**src/rtl/fixedp_pkg.sv**
```systemverilog
// Shared constants for the sign-magnitude fixed-point add/sub pipeline.
// Holds the default word geometry, the all-ones magnitude and field positions.
package fixedp_pkg;

  localparam int unsigned N_DEFAULT = 32;
  localparam int unsigned Q_DEFAULT = 15;

  // Field layout of a default-width sign-magnitude word.
  localparam int unsigned SIGN_BIT = N_DEFAULT - 1;
  localparam int unsigned MAG_HI   = N_DEFAULT - 2;
  localparam int unsigned MAG_LO   = 0;
  localparam int unsigned MAG_W    = N_DEFAULT - 1;

  localparam logic [MAG_W-1:0] MAG_MAX = '1;

endpackage

```
**src/rtl/fixedp_sm_cmp.sv**
```systemverilog
// Stage-1 combinational datapath: magnitude compare, larger-minus-smaller and
// an add whose top result bit is the carry out of the magnitude field.
module fixedp_sm_cmp #(
  parameter int unsigned N = 32
) (
  input  logic [N-2:0] mag_a,
  input  logic [N-2:0] mag_b,
  input  logic         signs_differ,
  output logic         a_gt_b,
  output logic [N-1:0] res
);

  logic [N-1:0] sum;
  logic [N-2:0] diff;

  always_comb begin
    a_gt_b = mag_a > mag_b;
    sum    = {1'b0, mag_a} + {1'b0, mag_b};
    diff   = a_gt_b ? (mag_a - mag_b) : (mag_b - mag_a);
    res    = signs_differ ? {1'b0, diff} : sum;
  end

endmodule

```
**src/rtl/fixedp_sub_pipe.sv**
```systemverilog
// Two-stage sign-magnitude add/sub with saturation and valid/ready handshake.
// Optional sat_count output when FIXEDP_SUB_SATCNT_EN is defined.
module fixedp_sub_pipe
  import fixedp_pkg::*;
#(
  parameter int unsigned N = N_DEFAULT,
  parameter int unsigned Q = Q_DEFAULT
) (
  input  logic         clk,
  input  logic         rst_n,
  input  logic         in_valid,
  output logic         in_ready,
  input  logic [N-1:0] a,
  input  logic [N-1:0] b,
  input  logic         op_sub,
  output logic         out_valid,
  input  logic         out_ready,
  output logic [N-1:0] c,
`ifdef FIXEDP_SUB_SATCNT_EN
  output logic [15:0]  sat_count,
`endif
  output logic         sat
);

  if (Q > N - 1) begin : g_q_check
    $error("Q exceeds the magnitude width");
  end

  logic         cmp_a_gt_b;
  logic [N-1:0] cmp_res;
  logic         sign_b_eff;

  logic         s1_valid;
  logic         s1_sign_a;
  logic         s1_sign_b;
  logic         s1_a_gt_b;
  logic [N-1:0] s1_res;
  logic         s1_advance;

  logic         s2_diff;
  logic         res_sign;
  logic [N-1:0] c_d;
  logic         sat_d;

  assign sign_b_eff = b[N-1] ^ op_sub;

  fixedp_sm_cmp #(
    .N (N)
  ) u_cmp (
    .mag_a        (a[N-2:0]),
    .mag_b        (b[N-2:0]),
    .signs_differ (a[N-1] ^ sign_b_eff),
    .a_gt_b       (cmp_a_gt_b),
    .res          (cmp_res)
  );

  assign s1_advance = s1_valid && (!out_valid || out_ready);
  assign in_ready   = !s1_valid || s1_advance;

  // Stage-2 result formation from the registered stage-1 fields.
  always_comb begin
    s2_diff  = s1_sign_a ^ s1_sign_b;
    res_sign = (s2_diff && !s1_a_gt_b) ? s1_sign_b : s1_sign_a;
    c_d      = '0;
    sat_d    = 1'b0;
    if (!s2_diff && s1_res[N-1]) begin
      c_d   = {s1_sign_a, {(N-1){1'b1}}};
      sat_d = 1'b1;
    end else if (s1_res[N-2:0] != '0) begin
      c_d = {res_sign, s1_res[N-2:0]};
    end
  end

  always_ff @(posedge clk) begin
    if (!rst_n) begin
      s1_valid  <= 1'b0;
      out_valid <= 1'b0;
      c         <= '0;
      sat       <= 1'b0;
    end else begin
      if (in_ready) s1_valid <= in_valid;
      if (!out_valid || out_ready) out_valid <= s1_valid;
      if (s1_advance) begin
        c   <= c_d;
        sat <= sat_d;
      end
    end
  end

  // Payload registers need no reset; s1_valid qualifies them.
  always_ff @(posedge clk) begin
    if (in_valid && in_ready) begin
      s1_sign_a <= a[N-1];
      s1_sign_b <= sign_b_eff;
      s1_a_gt_b <= cmp_a_gt_b;
      s1_res    <= cmp_res;
    end
  end

`ifdef FIXEDP_SUB_SATCNT_EN
  always_ff @(posedge clk) begin
    if (!rst_n) begin
      sat_count <= '0;
    end else if (out_valid && out_ready && sat && (sat_count != 16'hFFFF)) begin
      sat_count <= sat_count + 16'd1;
    end
  end
`endif

endmodule

```
**config.mk**
```make
export PLATFORM = sky130hd
export DESIGN_NAME = fixedp_sub_pipe
export DESIGN_NICKNAME = d
export VERILOG_FILES = /design/src/rtl/fixedp_pkg.sv /design/src/rtl/fixedp_sm_cmp.sv /design/src/rtl/fixedp_sub_pipe.sv
export SDC_FILE = /design/constraint.sdc
export NUM_CORES = 1
export LEC_CHECK = 0
export CORE_MARGIN = 5
export CORE_UTILIZATION = 35
export DETAILED_ROUTE_END_ITERATION = 6
export PLACE_DENSITY = 0.57
export SYNTH_ARGS = -nofsm -noshare
export SYNTH_HDL_FRONTEND = slang
export SYNTH_SLANG_ARGS = --single-unit
```
**constraint.sdc**
```tcl
create_clock -name clk -period 11.6 [get_ports clk]
set_input_delay 2.32 -clock clk [delete_from_list [all_inputs] [get_ports clk]]
set_output_delay 2.32 -clock clk [all_outputs]
set_load 0.01 [all_outputs]
```
# [After elaboration in Yosys (flattened, before gate mapping)]
# Cells that the tools add are included.
[totals] word_cells=33 mem_bits_rw=0 input_bits=69 latchBits=0 memories=0 rom_bits=0 ff_bits=70
[op_classes] n_eq_ne=0 n_reduce_logical=11 shifts=0 add_sub_neg=3 mul=0 div_mod_pow=0 order_cmp=1 bitwise=3 mux=6
[op_table] op="two-way mux 32 bit" n=2
[op_table] op="two-way mux 31 bit" n=2
[op_table] op="subtractor 31 bit" n=2
[op_table] op="adder 31 x 31 -> 32 bit" n=1
[op_table] op="greater-than comparator 31 bit" n=1
[op_table] op="nonzero test 31 bit" n=1
[op_table] op="logical AND 1 bit" n=4
[op_table] op="logical NOT 1 bit" n=4
[op_table] op="XOR 1 bit" n=3
[op_table] op="logical OR 1 bit" n=2
[op_table] op="two-way mux 1 bit" n=2

# [Logic depth before layout (Yosys ltp)]
# Gate-level depths: netlist of the first run.
[logic_depth] word_depth=5 depth_mapped=16 depth_no_buf=14

# [By module]
# From an unflattened synthesis of the first run, not the netlist that was laid out.
[hier_totals] hier_cells=919 hier_area_um2=7557.2
[modules_own_cells] module="fixedp_sm_cmp" n_inst=1 area_per_inst_um2=4963.5 cells_per_inst=748 seq_area_each_um2=0.0
[modules_own_cells] module="fixedp_sub_pipe" n_inst=1 area_per_inst_um2=2593.7 cells_per_inst=171 seq_area_each_um2=1751.7

# [Worst setup path after synthesis of the first run]
# No wires, ideal clock.
[synth_timing] kind="in2reg" startpoint="input a[18]" endpoint="register s1_res[19] (data pin)" path_buffers=1 t_arrival_ns=4.976 setup_time_ns=0.272 required_time_ns=11.328 path_stages=13 slack_ns=6.352 path_cell_list="inv_1 > ha_1 > buf_6 > a21oi_4 > o21ai_1 > or3_1 > a41o_1 > o2111ai_1 > o211ai_1 > o32ai_1 > o221ai_2 > mux2i_1 > or4_1"
[synth_via] elab_chain_cells=3
[synth_rtl] element="start, declared" line_no="fixedp_sub_pipe.sv:13" text="input logic [N-1:0] a,"
[synth_rtl] element="subtractor 31 bit / greater-than comparator 31 bit (equally long branches)" line_no="fixedp_sm_cmp.sv:19, fixedp_sm_cmp.sv:17"
[synth_rtl] element="two-way mux 31 bit" line_no="fixedp_sm_cmp.sv:19" text="diff = a_gt_b ? (mag_a - mag_b) : (mag_b - mag_a);"
[synth_rtl] element="two-way mux 31 bit (*)" line_no="fixedp_sm_cmp.sv:20" text="res = signs_differ ? {1'b0, diff} : sum;"
[synth_rtl] element="via cmp_res[19]" line_no="fixedp_sub_pipe.sv:30" text="logic [N-1:0] cmp_res;"
[synth_rtl] element="end signal, assigned" line_no="fixedp_sub_pipe.sv:96" text="s1_res <= cmp_res;"
[synth_rtl] element="end, declared" line_no="fixedp_sub_pipe.sv:37" text="logic [N-1:0] s1_res;"
# Mark *: on every way through the listed nets, which the timed path passes. The rest lies on a longest branch.
# A chain may end at the register's enable or synchronous reset.

# [Worst setup path in the final report of the first run]
[layout_timing] startpoint="input a[14]" endpoint="register s1_res[19] (data pin)"
# Same word-level chain as after synthesis.

==> results of run 1 <==
-- cells in the mapped netlist, types with 6 or more instances --
master / count
clkbuf_1: 31
nand2b_1: 6
a31oi_1: 8
inv_1: 95
dfxtp_1: 35
nor3_1: 27
nand3_1: 16
xnor2_1: 26
nor2b_1: 14
a21boi_0: 30
nor2_1: 80
o211ai_1: 12
edfxtp_1: 35
nor4_1: 10
a21oi_1: 109
o31ai_1: 14
buf_2: 14
o21bai_1: 16
o21ai_0: 68
ha_1: 98
nand2_1: 75
a211oi_1: 12
a21o_1: 15
nand4_1: 10
-- worst register-to-register path: stages, from the launching register on --
cell and delay [ps]:
dfxtp_1 300, nor2b_1 170, nand2b_1 210, a21oi_1 600
buf_4 290, o21ai_0 110, a21boi_0 180
-- routing by layer --
metal	vias up	share of wire, %	global-route usage, %
li1	3600	-	-
met1	3331	47	26.62
met2	219	46	31.07
met3	23	5.0	2.323
met4	0	1.2	4.132
met5	-	0	0
-- final timing paths --
| kind | to | cells after the start |
|---|---|---|
| worst max register to register | c[29] | 6 |
| worst min register to register | c[23] | 2 |
| worst max-delay path | s1_res[19] | 14 |
| worst min-delay path | c[23] | 2 |
-- metrics by stage --
| step | utilization, % | instances | hold slack [ps] | setup slack [ps] | power, W |
|---|---|---|---|---|---|
| finish | 42.96 | 1319 | 460.3 | 5061 | 0.001015 |
| global route | 42.96 | 1319 | 490.6 | 4665 | 0.001075 |
| CTS | 42.96 | 1319 | 467.4 | 5131 | 0.001017 |
| detailed placement | 41.36 | 1303 | 460.8 | 4785 | 0.0007159 |
| global placement | 41.36 | 1303 | 453.4 | 4910 | 0.0007163 |
| floorplan | - | 970 | 485.1 | 6352 | 0.0005743 |
-- registers in the layout, summed over array words and instances (netlist names) --
| signal | count |
|---|---|
| s1_valid | 1 |
| s1_sign_b | 1 |
| s1_sign_a | 1 |
| out_valid | 1 |
| sat | 1 |
| s1_res | 32 |
| s1_a_gt_b | 1 |
| c | 32 |
-- cell type report --
type / instances / area [um2]
Fill cell: 2210 / 12030
Multi-Input combinational cell: 752 / 5189
Sequential cell: 70 / 1752
Timing Repair Buffer: 108 / 1069
Inverter: 98 / 367.9
Tap cell: 275 / 344.1
Clock buffer: 13 / 292.8
Clock inverter: 3 / 46.29
-- cell families after synthesis --
logic type	after synthesis
compound gates	348
buf+inv	148
simple gates	265
fa+ha+maj	101
xor+xnor	31
flops	70
mux	7
-- power by group through the flow --
stage | logic [W] | registers [W] | clock network (W)
2_1_floorplan | 0.000251 | 0.000323 | 0
3_3_place_gp | 0.000390 | 0.000326 | 0
3_5_place_dp | 0.000389 | 0.000327 | 0
4_1_cts | 0.000391 | 0.000322 | 0.000305
5_1_grt | 0.000432 | 0.000326 | 0.000317
6_report | 0.000396 | 0.000321 | 0.000298
==> impl_metrics.py, run 1 <==
metrics = {
    "finish": {
        "fin_nets": 1209,
        "layout_commonest_cell": "a21oi_1",
        "most-common-layout-cells": "a21oi_1 (109), clkdlybuf4s50_1 (103), ha_1 (98)",
        "fin_area_um2": 9060,
        "final_layout_size_suffix_gt1_share_pct": 4.693,
        "syn_to_final_growth_pct": 20.62,
        "antennaDiodeCount": 0,
    },
    "grt": {
        "grt_pass1_wl_um": 37480,
        "grt_pass1_vias": 6863,
        "antenna_found_initial": 0,
        "grt_max_degree": 37,
        "grt.total_usage_pct": 18.89,
        "overflow": 0,
    },
    "timing": {
        "worstMarginPinSlew_ps": 1045,
        "setup_viol": 0,
        "tns_ps": 0,
        "maxSlewViolCount": 0,
        "fin_crit_ps": 6539,
        "max_freq_ghz": 0.1529,
        "hold_viol_final": 0,
        "rsz0062_at_grt": "no",
        "fin_crit_sh_pct": 56.37,
        "fin_skew_ps": 8.556,
        "relSlewSlack_pct": 30.35,
    },
    "route": {
        "totalWireLength_um": 23500,
        "vias": 7173,
        "drt_iter0_drc": 533,
        "drtAntennaViolNets": 0,
        "dr.pass1.iters": 5,
        "viasPerCell": 5.438,
        "drcViolationCount": 0,
        "wl_per_cell_um": 17.82,
    },
    "clock_network": {
        "clockBufferDepth": 2,
        "ctsResizeCount": 0,
        "tritoncts": "built",
        "cts-root-buf": "clkbuf_16",
        "worstSkewPairLatency_ps": 330,
        "cts_hold_buf": 0,
        "cts-htree-levels": 3,
        "cts_made_buffers": 9,
        "cts_setup_buffers": 0,
        "clkTransAtPathRegs_ps": 60,
        "cts.sinks": 70,
    },
    "logic_synthesis": {
        "yosys_warnings": 0,
        "synth.top_cell.area_share_pct": 16.33,
        "synth_compound_area_share_pct": 30.27,
        "synth.distinct_cells": 79,
        "synthSimpleGateAreaFrac_pct": 16.74,
        "yosys_register_bits": 70,
        "syn_nets": 1140,
        "synthArstFlopShare_pct": 0,
        "synth.cell_area_um2": 7511,
        "synthMuxAreaShare_pct": 0.9828,
        "synth_fa_ha_area_share_pct": 17.12,
        "yosysSeqAreaShare_pct": 23.32,
        "yosys.area.top_type": "ha_1",
        "synthCells": 970,
        "synth-main-ff-cell": "edfxtp_1",
        "synth_area_leaders": "ha_1 (16%), edfxtp_1 (14%), dfxtp_1 (9.3%), a21oi_1 (7.3%), inv_1 (4.7%)",
        "synth_edf_count": 35,
        "post_synth.cell_area_avg_um2": 7.743,
        "synth_top_family_by_area": "compound AO/OA/AOI/OAI gates",
        "synth-xor-area-share_pct": 3.615,
    },
    "setup_path": {
        "r2r_setup_slack_ps": 9660,
        "r2r-start": "out_valid",
        "crit_type": "in -> reg",
        "critPathSlowestCell": "nor2_4",
        "start_kind": "primary input",
        "endpoint_kind": "flop",
        "cp.buffers_inverters": 3,
        "critPathTopFamily": "simple AND/OR/NAND/NOR gates",
        "critPathLaunch": "a[14]",
        "cp_data_arrival_time_ps": 6600,
        "worstPathRequired_ps": 11660,
        "path_cells": "clkdlybuf4s50_1 -> inv_1 -> ha_1 -> and2_1 -> nand3_1 -> nor4_2 -> a41oi_1 -> o2111a_2 -> nor2_4 -> inv_2 -> nand2_1 -> o221ai_2 -> mux2i_1 -> or4_1",
        "crit_fanout": 29,
        "cpPeakStageDelay_ps": 540,
    },
    "floorplan": {
        "ios": 104,
        "die-area_um2": 24490,
        "initial_core_util_pct": 35.62,
        "dieHeight_um": 156.5,
        "num_rows": 53,
        "core_um2": 21090,
        "die_w_um": 156.5,
    },
    "pwr": {
        "p_leak_nw": 3.775,
        "powerDensity_nw_per_um2": 112.0,
        "power_frac_comb_pct": 39.0,
        "switching_share_pct": 35.15,
        "pwr-share-clk_pct": 29.4,
        "irDropWorstVdd_mv": 0.06887,
        "p_seq_share_pct": 31.6,
        "switchingPower_w": 0.0003567,
        "p_int_w": 0.0006581,
    },
    "placement": {
        "numPortBuffers": 103,
        "dp_hpwl_um": 19060,
        "place_area_um2": 8721,
        "place.gp.congestion": 0.9340,
    },
    "hold_path": {
        "hp-start": "c[23]",
        "holdCritPathClass": "reg -> reg",
    },
    "run_status": {
        "status": "finished, final reports clean",
    },
    "job": {
        "cap_violations": 0,
    },
}
Power figures use the tool's default switching activity.
==> run 2: changes to the inputs <==
clock period = 6.1 ns   (was 11.6 ns; I/O delays follow)
==> impl_metrics.py, run 2 (same netlist as run 1, synthesis figures left out) <==
metrics = {
    "run_status": {
        "status": "finished, final reports clean",
    },
    "placement": {
        "dp_hpwl_um": 18850,
        "place.gp.congestion": 0.9457,
        "numPortBuffers": 103,
        "place_inst": 1309,
    },
    "route": {
        "totalWireLength_um": 23290,
        "drcViolationCount": 0,
        "dr.pass1.iters": 6,
        "viasPerCell": 5.501,
        "drt_iter0_drc": 716,
        "vias": 7289,
        "drtAntennaViolNets": 0,
        "wl_per_cell_um": 17.57,
    },
    "finish": {
        "fin_nets": 1215,
        "fin_cells": 1325,
        "most-common-layout-cells": "a21oi_1 (109), clkdlybuf4s50_1 (103), ha_1 (98)",
        "syn_to_final_growth_pct": 20.34,
        "final_layout_size_suffix_gt1_share_pct": 4.952,
        "antennaDiodeCount": 0,
        "largest_registers": "c x32, s1_res x32",
        "layout_commonest_cell": "a21oi_1",
    },
    "clock_network": {
        "clkTransAtPathRegs_ps": 50,
        "ctsResizeCount": 0,
        "cts-htree-levels": 3,
        "clockBufferDepth": 2,
        "cts_made_buffers": 9,
        "cts_setup_buffers": 0,
        "worstSkewPairLatency_ps": 320,
        "cts_hold_buf": 0,
        "cts.sinks": 70,
        "tritoncts": "built",
        "cts-root-buf": "clkbuf_16",
    },
    "pwr": {
        "p_leak_nw": 3.775,
        "powerDensity_nw_per_um2": 203.7,
        "irDropWorstVdd_mv": 0.1344,
        "p_total_w": 0.001841,
    },
    "setup_path": {
        "critPathLaunch": "a[14]",
        "crit_end": "s1_res[19]",
        "r2r_setup_slack_ps": 4110,
        "crit_fanout": 19,
        "rr_endpoint": "c[24]",
        "cp_data_arrival_time_ps": 5150,
        "start_kind": "primary input",
        "rr_worst_depth": 6,
        "crit_type": "in -> reg",
        "endpoint_kind": "flop",
        "r2r-start": "s1_sign_b",
        "worstPathRequired_ps": 6160,
    },
    "hold_path": {
        "holdCritPathClass": "reg -> reg",
        "hp-start": "c[8]",
    },
    "timing": {
        "hold_ws_ps": 462.5,
        "maxSlewViolCount": 0,
        "tns_ps": 0,
        "worstMarginPinSlew_ps": 1081,
        "rsz0062_at_grt": "no",
        "fin_crit_sh_pct": 83.43,
        "setup_viol": 0,
        "hold_viol_final": 0,
        "relSlewSlack_pct": 27.73,
        "fin_skew_ps": 5.903,
        "max_freq_ghz": 0.1965,
        "fin_crit_ps": 5089,
    },
    "grt": {
        "grt_pass1_wl_um": 36030,
        "antenna_found_initial": 1,
        "overflow": 0,
        "grt_pass1_vias": 6667,
        "grt_max_degree": 36,
        "grt.total_usage_pct": 18.10,
    },
    "floorplan": {
        "core_um2": 21090,
        "dieHeight_um": 156.5,
        "die-area_um2": 24490,
        "num_rows": 53,
        "die_w_um": 156.5,
        "initial_core_util_pct": 35.62,
        "ios": 104,
    },
    "job": {
        "cap_violations": 0,
    },
}
## run 2: cell count changes in the layout (fill, tap and decap cells not counted), sizes merged
| cell | delta |
|---|---|
| buf | +6 |
| clkbuf | +2 |
| clkinvlp | -1 |
| bufinv | -1 |
## run 2: cell type report
type	count	area (um2)
fillers	2207	12050
well taps	275	344.1
repair buffers	114	1114
flip-flops and latches	70	1752
inverters	98	367.9
clock inverters	1	5.005
clock buffers	15	267.8
multi-input cells	752	5189
## run 2: through the flow
step,area [um2],setup WS [ps],util (%)
finish,9039,1011,42.86
CTS,9039,1115,42.86
global placement,8766,823.6,41.57
detailed placement,8766,770.1,41.57
global route,9039,827.8,42.86
floorplan,7511,1952,-
## run 2: per-layer routing
| layer | vias to the layer above | GRT usage, % | part of all wire (%) |
|---|---|---|---|
| met5 | - | 0 | 0.034 |
| met3 | 43 | 2.240 | 6.5 |
| met2 | 286 | 28.76 | 44 |
| met4 | 2 | 5.331 | 2.4 |
| li1 | 3624 | - | - |
| met1 | 3334 | 25.76 | 47 |
## run 2: critical path, cell delays in order
cell and delay (ps):
clkdlybuf4s50_1 510, inv_1 70, ha_1 520, and2_1 260, nand3_1 180, nor4_1 410
nand3_1 160, o21a_1 290, nor2_4 340, inv_2 260, nand2_1 150, o221ai_2 120
mux2i_1 140, or4_1 510
## run 2: worst min path at each step
| stage | endpoint | cells after the start | slack, ps |
|---|---|---|---|
| final | c[8] | 2 | 460 |
| after global routing | c[4] | 2 | 480 |
| after CTS | c[27] | 2 | 470 |
| after detailed placement | c[27] | 2 | 460 |
| after global placement | c[27] | 2 | 450 |
| after floorplan | c[19] | 2 | 490 |
## run 2: power by group
group	leakage [nW]	switching, W	internal, W
Clock	0.134	0.000176	0.000297
Sequential	0.629	0.0000335	0.000577
Combinational	3.01	0.000457	0.000302
Total	3.78	0.000666	0.00118
